===== src/rtl/mem_arb_pkg.sv =====
// mem_arb_pkg: shared types and constants for the instruction/data memory arbiter
package mem_arb_pkg;
    typedef enum logic [1:0] {OWN_NONE, OWN_INSN, OWN_DATA} owner_e;
    localparam int STARVE_MAX_DEF = 4;
    localparam int IO_ADDR_BIT = 31;
endpackage


===== src/rtl/mem_arbiter_if.sv =====
// mem_arbiter_if: fetch, load/store and memory-command bundle; slave side is the arbiter
interface mem_arbiter_if;
    logic        i_req;
    logic [31:0] i_addr;
    logic        i_gnt;
    logic        i_rvalid;
    logic [31:0] i_rdata;
    logic        d_req;
    logic        d_we;
    logic [3:0]  d_be;
    logic [31:0] d_addr;
    logic [31:0] d_wdata;
    logic        d_gnt;
    logic        d_rvalid;
    logic [31:0] d_rdata;
    logic [31:0] m_addr;
    logic        m_read;
    logic        m_write;
    logic [3:0]  m_be;
    logic [31:0] m_wdata;
    logic [31:0] m_rdata;
    logic        halt;
    modport slave (
        input  i_req, i_addr, d_req, d_we, d_be, d_addr, d_wdata, m_rdata,
        output i_gnt, i_rvalid, i_rdata, d_gnt, d_rvalid, d_rdata,
               m_addr, m_read, m_write, m_be, m_wdata, halt
    );
    modport master (
        output i_req, i_addr, d_req, d_we, d_be, d_addr, d_wdata, m_rdata,
        input  i_gnt, i_rvalid, i_rdata, d_gnt, d_rvalid, d_rdata,
               m_addr, m_read, m_write, m_be, m_wdata, halt
    );
endinterface


===== src/rtl/mem_arb_pick.sv =====
// mem_arb_pick: one-hot winner {data, insn}; i_pri lets fetch win a contended cycle
module mem_arb_pick (
    input  logic       i_req,
    input  logic       d_req,
    input  logic       i_pri,
    output logic [1:0] gnt
);
    always_comb gnt = (i_req && (!d_req || i_pri)) ? 2'b01 : d_req ? 2'b10 : 2'b00;
endmodule


===== src/rtl/mem_arbiter.sv =====
// mem_arbiter: single-port memory sharing between fetch and load/store; MEM_ARB_RR_EN selects round-robin
module mem_arbiter
    import mem_arb_pkg::*;
#(
    parameter int MLEN       = 13,
    parameter int STARVE_MAX = STARVE_MAX_DEF
) (
    input logic          clk,
    input logic          reset,
    mem_arbiter_if.slave bus
);
    logic [1:0]  gnt;
    logic        i_pri;
    logic        i_gnt;
    logic        d_gnt;
    logic        d_rd;
    logic        d_st;
    owner_e      rsp_owner_q, rsp_owner_d;
    logic [31:0] i_rdata_q, i_rdata_d;
    logic [31:0] d_rdata_q, d_rdata_d;
`ifdef MEM_ARB_RR_EN
    logic        rr_q, rr_d;
    always_comb begin
        i_pri = rr_q;
        rr_d  = (bus.i_req && bus.d_req && reset) ? d_gnt : rr_q;
    end
    always_ff @(posedge clk) rr_q <= !reset ? 1'b0 : rr_d;
`else
    logic [2:0]  starve_q, starve_d;
    always_comb begin
        i_pri    = starve_q == 3'(STARVE_MAX);
        starve_d = (bus.i_req && !i_gnt) ? (i_pri ? starve_q : starve_q + 3'd1) : 3'd0;
    end
    always_ff @(posedge clk) starve_q <= !reset ? 3'd0 : starve_d;
`endif

    mem_arb_pick u_pick (
        .i_req(bus.i_req),
        .d_req(bus.d_req),
        .i_pri(i_pri),
        .gnt  (gnt)
    );

    always_comb begin
        i_gnt        = reset && gnt[0];
        d_gnt        = reset && gnt[1];
        d_rd         = d_gnt && !bus.d_we;
        d_st         = d_gnt && bus.d_we;
        bus.i_gnt    = i_gnt;
        bus.d_gnt    = d_gnt;
        bus.m_addr   = i_gnt ? bus.i_addr : d_gnt ? bus.d_addr : 32'd0;
        bus.m_read   = i_gnt || d_rd;
        // I/O-region stores are accepted but never reach the array
        bus.m_write  = d_st && !bus.d_addr[IO_ADDR_BIT];
        bus.m_be     = d_st ? bus.d_be : 4'd0;
        bus.m_wdata  = d_st ? bus.d_wdata : 32'd0;
        bus.halt     = reset && ((bus.i_req && !i_gnt) || (bus.d_req && !d_gnt));
        rsp_owner_d  = i_gnt ? OWN_INSN : d_rd ? OWN_DATA : OWN_NONE;
        bus.i_rvalid = reset && rsp_owner_q == OWN_INSN;
        bus.d_rvalid = reset && rsp_owner_q == OWN_DATA;
        i_rdata_d    = bus.i_rvalid ? bus.m_rdata : i_rdata_q;
        d_rdata_d    = bus.d_rvalid ? bus.m_rdata : d_rdata_q;
        bus.i_rdata  = i_rdata_d;
        bus.d_rdata  = d_rdata_d;
    end

    always_ff @(posedge clk) begin
        if (!reset) begin
            rsp_owner_q <= OWN_NONE;
            i_rdata_q   <= 32'd0;
            d_rdata_q   <= 32'd0;
        end else begin
            rsp_owner_q <= rsp_owner_d;
            i_rdata_q   <= i_rdata_d;
            d_rdata_q   <= d_rdata_d;
        end
    end

    a_write_in_array: assert property (@(posedge clk) disable iff (!reset)
        bus.m_write |-> (bus.m_addr >> MLEN) == 32'd0);
endmodule


===== src/flat_wrapper.sv =====
// flat-port wrapper written by rule: the top's interface ports become plain ports
module mem_arbiter_flat import mem_arb_pkg::*;
#(
    parameter int MLEN       = 13,
    parameter int STARVE_MAX = STARVE_MAX_DEF
)
  (clk, reset, bus_i_req, bus_i_addr, bus_d_req, bus_d_we, bus_d_be, bus_d_addr, bus_d_wdata, bus_m_rdata, bus_i_gnt, bus_i_rvalid, bus_i_rdata, bus_d_gnt, bus_d_rvalid, bus_d_rdata, bus_m_addr, bus_m_read, bus_m_write, bus_m_be, bus_m_wdata, bus_halt);
  mem_arbiter_if bus_i ();
  input logic clk;
  input logic reset;
  input wire logic [$bits(bus_i.i_req)-1:0] bus_i_req;
  input wire logic [$bits(bus_i.i_addr)-1:0] bus_i_addr;
  input wire logic [$bits(bus_i.d_req)-1:0] bus_d_req;
  input wire logic [$bits(bus_i.d_we)-1:0] bus_d_we;
  input wire logic [$bits(bus_i.d_be)-1:0] bus_d_be;
  input wire logic [$bits(bus_i.d_addr)-1:0] bus_d_addr;
  input wire logic [$bits(bus_i.d_wdata)-1:0] bus_d_wdata;
  input wire logic [$bits(bus_i.m_rdata)-1:0] bus_m_rdata;
  output wire logic [$bits(bus_i.i_gnt)-1:0] bus_i_gnt;
  output wire logic [$bits(bus_i.i_rvalid)-1:0] bus_i_rvalid;
  output wire logic [$bits(bus_i.i_rdata)-1:0] bus_i_rdata;
  output wire logic [$bits(bus_i.d_gnt)-1:0] bus_d_gnt;
  output wire logic [$bits(bus_i.d_rvalid)-1:0] bus_d_rvalid;
  output wire logic [$bits(bus_i.d_rdata)-1:0] bus_d_rdata;
  output wire logic [$bits(bus_i.m_addr)-1:0] bus_m_addr;
  output wire logic [$bits(bus_i.m_read)-1:0] bus_m_read;
  output wire logic [$bits(bus_i.m_write)-1:0] bus_m_write;
  output wire logic [$bits(bus_i.m_be)-1:0] bus_m_be;
  output wire logic [$bits(bus_i.m_wdata)-1:0] bus_m_wdata;
  output wire logic [$bits(bus_i.halt)-1:0] bus_halt;
  assign bus_i.i_req = bus_i_req;
  assign bus_i.i_addr = bus_i_addr;
  assign bus_i.d_req = bus_d_req;
  assign bus_i.d_we = bus_d_we;
  assign bus_i.d_be = bus_d_be;
  assign bus_i.d_addr = bus_d_addr;
  assign bus_i.d_wdata = bus_d_wdata;
  assign bus_i.m_rdata = bus_m_rdata;
  assign bus_i_gnt = bus_i.i_gnt;
  assign bus_i_rvalid = bus_i.i_rvalid;
  assign bus_i_rdata = bus_i.i_rdata;
  assign bus_d_gnt = bus_i.d_gnt;
  assign bus_d_rvalid = bus_i.d_rvalid;
  assign bus_d_rdata = bus_i.d_rdata;
  assign bus_m_addr = bus_i.m_addr;
  assign bus_m_read = bus_i.m_read;
  assign bus_m_write = bus_i.m_write;
  assign bus_m_be = bus_i.m_be;
  assign bus_m_wdata = bus_i.m_wdata;
  assign bus_halt = bus_i.halt;
  mem_arbiter #(.MLEN(MLEN), .STARVE_MAX(STARVE_MAX)) u_core (.clk(clk), .reset(reset), .bus(bus_i));
endmodule

===== config.mk =====
export PLATFORM = sky130hd
export DESIGN_NAME = mem_arbiter_flat
export DESIGN_NICKNAME = d
export VERILOG_FILES = /design/src/rtl/mem_arb_pkg.sv /design/src/rtl/mem_arbiter_if.sv /design/src/rtl/mem_arb_pick.sv /design/src/rtl/mem_arbiter.sv /design/src/flat_wrapper.sv
export SDC_FILE = /design/constraint.sdc
export NUM_CORES = 1
export LEC_CHECK = 0
export CAP_MARGIN = 5
export CORE_MARGIN = 4
export CORE_UTILIZATION = 36
export CTS_BUF_LIST = sky130_fd_sc_hd__clkbuf_16
export CTS_CLUSTER_SIZE = 10
export DETAILED_ROUTE_END_ITERATION = 10
export GPL_TIMING_DRIVEN = 0
export PLACE_DENSITY = 0.82
export SETUP_SLACK_MARGIN = 0.05
export SLEW_MARGIN = 20
export SYNTH_ARGS = -nofsm -noshare
export SYNTH_HDL_FRONTEND = slang
export SYNTH_SLANG_ARGS = --single-unit

===== constraint.sdc =====
create_clock -name clk -period 2.2 [get_ports clk]
set_input_delay 0.44 -clock clk [delete_from_list [all_inputs] [get_ports clk]]
set_output_delay 0.44 -clock clk [all_outputs]
set_load 0.01 [all_outputs]

; Word-level counts from Yosys, hierarchy flattened
; Cells that the tools add are included.
[totals]
ff_bits = 69
latch_bits = 0
ramBits = 0
mem_bits_ro = 0
inputBits = 137
out_inout_bits = 139
word_cells = 41
mem_count = 0
[op_classes]
addsub = 1
n_mul = 0
div = 0
magnitude_cmp = 0
eq_ne = 3
n_shift = 0
n_mux = 10
bitwise = 1
n_reduce_logical = 21
[op_table]
columns = op, count
row1 = two-way mux 32 bit, 5
row2 = logical AND 1 bit, 11
row3 = two-way mux 2 bit, 3
row4 = zero test 1 bit, 5
row5 = two-way mux 4 bit, 1
row6 = "adder 3 x 1 -> 3 bit, second input constant", 1
row7 = "equality test 3 bit, second input constant", 1
row8 = logical OR 1 bit, 3
row9 = "equality test 2 x 1 -> 1 bit, second input constant", 1
row10 = "equality test 2 bit, second input constant", 1
row11 = AND reduction 2 bit, 1
row12 = OR reduction 2 bit, 1
row13 = two-way mux 1 bit, 1
row14 = inverter 1 bit, 1

; Longest topological paths before layout
[logic_depth]
word_depth = 9
mapped_depth = 8
ltp_nobuf = 6

; Modules after synthesis
; Synthesis repeated with hierarchy kept, for this count alone.
[hier_totals]
hier_cells = 470
hier_area_um2 = 4231.6
[by_module_without_submodules]
columns = mod, instances, cells_per_inst, area_per_inst_um2
row1 = mem_arbiter, 1, 467, 4212.8
row2 = mem_arb_pick, 1, 3, 18.8

; Worst setup path before layout
; No wires, ideal clock.
[synth_path]
path_type = register -> output
startpoint = register u_core.starve_q[0]
endpoint = output port bus_m_addr[18]
t_arrival_ps = 1393
setup_slack_ps = 367
stages_incl_launch_ff = 9
cell_sequence = dfxtp_1 inv_1 ha_1 nand3_1 nand3_1 inv_1 buf_4 buf_4 a22o_1
[synth_via]
elab_chain_cells = 7
word_cells_on_any_way = 8
[synth_lines]
columns = item, line
row1 = from (decl), mem_arbiter.sv:29  ; logic [2:0] starve_q, starve_d;
row2 = from (signal assigned), mem_arbiter.sv:34  ; always_ff @(posedge clk) starve_q <= !reset ? 3'd0 : starve_d;
row3 = equality test 3 bit *, mem_arbiter.sv:31  ; i_pri = starve_q == 3'(STARVE_MAX);
row4 = logical OR 1 bit *, mem_arb_pick.sv:8  ; always_comb gnt = (i_req && (!d_req || i_pri)) ? 2'b01 : d_req ? 2'b10 : 2'b00;
row5 = logical AND 1 bit *, mem_arb_pick.sv:8
row6 = two-way mux 2 bit *, mem_arb_pick.sv:8
row7 = logical AND 1 bit, mem_arbiter.sv:46  ; d_gnt = reset && gnt[1];
row8 = two-way mux 32 bit, mem_arbiter.sv:51  ; bus.m_addr = i_gnt ? bus.i_addr : d_gnt ? bus.d_addr : 32'd0;
row9 = two-way mux 32 bit *, mem_arbiter.sv:51
row10 = to (decl), flat_wrapper.sv:25  ; output wire logic [$bits(bus_i.m_addr)-1:0] bus_m_addr;
; Every way passes the cells marked *; elsewhere a longest branch is shown, timed or not.

; Worst setup path after layout
; Same ends and word-level chain as after synthesis.

==> impl_metrics.ini <==
[power]
p_leak_nw = 3.534
ir_drop_mv = 0.3634
p_per_area_nw_per_um2 = 453.7

[timing]
maxSlewViolCount = 0
fmax_mhz = 443.3
worst_slack_ps = -56.01
rsz0062_at_grt = yes
skew_ps = 7.245
setup_viol_count_final = 30
layout_min_cycle_time_ps = 2256
min_period_over_period_pct = 102.5
slew_headroom_pct = 63.81
whs_ps = 460.4
max_slew.worst_pin.slew_ps = 542.9
hold_viol = 0

[synthesis]
synth_nets = 601
synth-seq-cells = 69
synth_area_leader_cell = dfxtp_1
synth_area_per_cell_um2 = 8.509
synth_xor_area_share_pct = 0
synth_top_area_share_pct = 35.14
synthCells = 462
yosys-top-cells-area = dfxtp_1 35%, mux2_2 18%, nand2_1 12%
muxShareOfSynthArea_pct = 18.59
yosys_warnings = 0
yosys.area_share.adder_pct = 0.6365
yosysSeqAreaShare_pct = 35.14
synth_compound_area_share_pct = 19.89
synth_top_family_by_area = simple AND/OR/NAND/NOR gates
synth-simple-area-share_pct = 20.37
synth_cell_type_count = 22
syn_area_um2 = 3931

[setup_path]
crit_chain = inv_2 > ha_4 > nand3_4 > nand3_4 > inv_8 > buf_8 > buf_8 > a22o_4 > buf_6
required_ps = 1760
cp.arrival_ps = 1820
cp-start-kind = register
slowest_delay_ps = 320
path_max_fanout = 7
critPathKind = register to primary output
worst_path_max_delay_cell = dfxtp_2
end_kind = primary output

[floorplanning]
ios = 276
start_util_pct = 37.57
design.core.area_um2 = 10460
die_w_um = 112.5
rows = 37
die_y_um = 112.5
dieArea_um2 = 12660

[place]
routabilityCongestion = 0.9052
dp_slack_ps = -910.9
dp_hpwl_um = 13980
numPortBuffers = 274

[cts]
h-tree-depth = 3
clk_latency_ps = 330
cts_hold_buffers = 0
clock-sinks = 69
cts_root_buffer = clkbuf_16
cts_tree = done
clk_pin_slew_ps = 50
cts_buffers = 9
cts_buffer_depth = 2

[grt]
globalRouteTotalUtil_pct = 27.72
grt_overflow = 0
grt_pass1_wl_um = 27540
antenna_found_initial = 0
gr-usage-met1_pct = 27.45
grt_max_degree = 12
grt_util_met3_pct = 9.973
grt_pass1_vias = 4963
grt-busiest-layer = met2
grt_util_met2_pct = 51.93

[status]
failed_checks = setup timing
status = finished, violations left

[cells_and_area]
final_core_util_pct = 74.52
area_delta_synth_final_pct = 98.31
layout-drive-gt1-share_pct = 38.54
antenna_cells = 0
fin_nets = 928

[routing]
drc_errors = 0
via_per_inst = 5.177
drt-wirelength-per-cell_um = 20.81
firstDrtPassIters = 5
detail-route-antenna-nets = 0
drt_iter0_drc = 275
drt_wl_total_um = 19350
vias = 4815

[job]
drv_cap = 0

[hold_path]
hold_class = register to register
-- worst max-delay path, delay by kind of cell (launching register included) --
kind | cells | cell delay, ps
simple gates | 2 | 210
flops | 1 | 320
buf+inv | 5 | 510
fa+ha+maj | 1 | 170
compound gates | 1 | 260
-- what timing repair did --
item,CTS,global route
setup buffers,22,12
resized for setup,662,78
endpoints found under the setup margin,139,100
endpoints found under the hold margin,0,0
cloned,8,5
pin swaps,33,12
-- where the power goes --
part           total [W]  switching (W)  leakage (nW)  internal [W]
clock network    0.00124       0.000502         0.131      0.000743
registers        0.00131      0.0000226         0.562       0.00129
logic           0.000980       0.000400          2.84      0.000580
total            0.00354       0.000925          3.53       0.00261
-- registers in the layout, summed over array words and instances (netlist names) --
register,count
u_core.d_rdata_q,32
u_core.starve_q,3
u_core.rsp_owner_q,2
u_core.i_rdata_q,32
-- placed cells by master (no fill, tap or decap), types with 3 or more instances in the layout --
| cell | count |
|---|---|
| buf_4 | 21 |
| and3_4 | 20 |
| mux2_2 | 50 |
| a21boi_0 | 64 |
| clkdlybuf4s50_1 | 133 |
| nand2_1 | 129 |
| buf_2 | 65 |
| and3_1 | 19 |
| mux2_4 | 14 |
| inv_1 | 3 |
| clkbuf_16 | 13 |
| clkbuf_1 | 22 |
| buf_6 | 76 |
| a22o_1 | 30 |
| clkbuf_2 | 3 |
| dfxtp_1 | 65 |
| dlygate4sd2_1 | 10 |
| buf_12 | 7 |
| buf_8 | 12 |
| clkinv_2 | 3 |
-- metrics by stage --
stage	area (um^2)	power [W]	std cells	TNS, ps
floorplan	3931	0.001631	462	0
global placement	6844	0.002183	872	-82610
detailed placement	6844	0.002200	872	-84400
CTS	7398	0.003481	918	-722.7
global route	7796	0.003680	930	-3182
finish	7796	0.003537	930	-418.4
-- Yosys cell counts --
| cell | n |
|---|---|
| inv_1 | 5 |
| nand2_1 | 130 |
| clkbuf_1 | 25 |
| nand2b_1 | 2 |
| mux2i_1 | 1 |
| nand2_2 | 2 |
| and3_1 | 39 |
| buf_4 | 8 |
| o21bai_1 | 1 |
| ha_1 | 2 |
| a22o_1 | 32 |
| buf_1 | 1 |
| a21oi_2 | 1 |
| nand3_1 | 2 |
| nor2b_1 | 3 |
| dfxtp_1 | 69 |
| a21boi_0 | 64 |
| a21oi_1 | 1 |
| mux2_2 | 64 |
| buf_2 | 7 |
| nor2_1 | 2 |
| nor3b_1 | 1 |
-- layout make-up --
type                    count  area [um^2]
clock inverters             7        33.78
clock buffers               9        225.2
flip-flops and latches     69         1391
multi-input cells         348         2615
inverters                   5        26.28
fillers                   788         2666
well taps                 136        170.2
plain buffers              40        337.8
repair buffers            316         2997
-- per-layer routing --
layer | vias up | part of all wire [%]
li1 | 2261 | -
met1 | 2274 | 33
met2 | 230 | 54
met3 | 50 | 9.3
met4 | 0 | 3.8
met5 | - | 0
-- logic make-up after synthesis --
family,Yosys count
flip-flops,69
adder cells (fa/ha/maj),2
AO/OA/AOI/OAI,99
AND/OR/NAND/NOR,181
buffers and inverters,46
multiplexers,65
-- path summary, 6_finish.rpt --
path                    startpoint              endpoint  slack, ps  cells past startpoint
max             u_core.starve_q[0]        bus_m_addr[18]        -60                      9
min reg2reg   u_core.d_rdata_q[12]  u_core.d_rdata_q[12]        460                      2
max reg2reg  u_core.rsp_owner_q[0]   u_core.i_rdata_q[1]        450                      7
min           u_core.d_rdata_q[12]  u_core.d_rdata_q[12]        460                      2
Note: power is estimated with default switching activity, not from simulation.
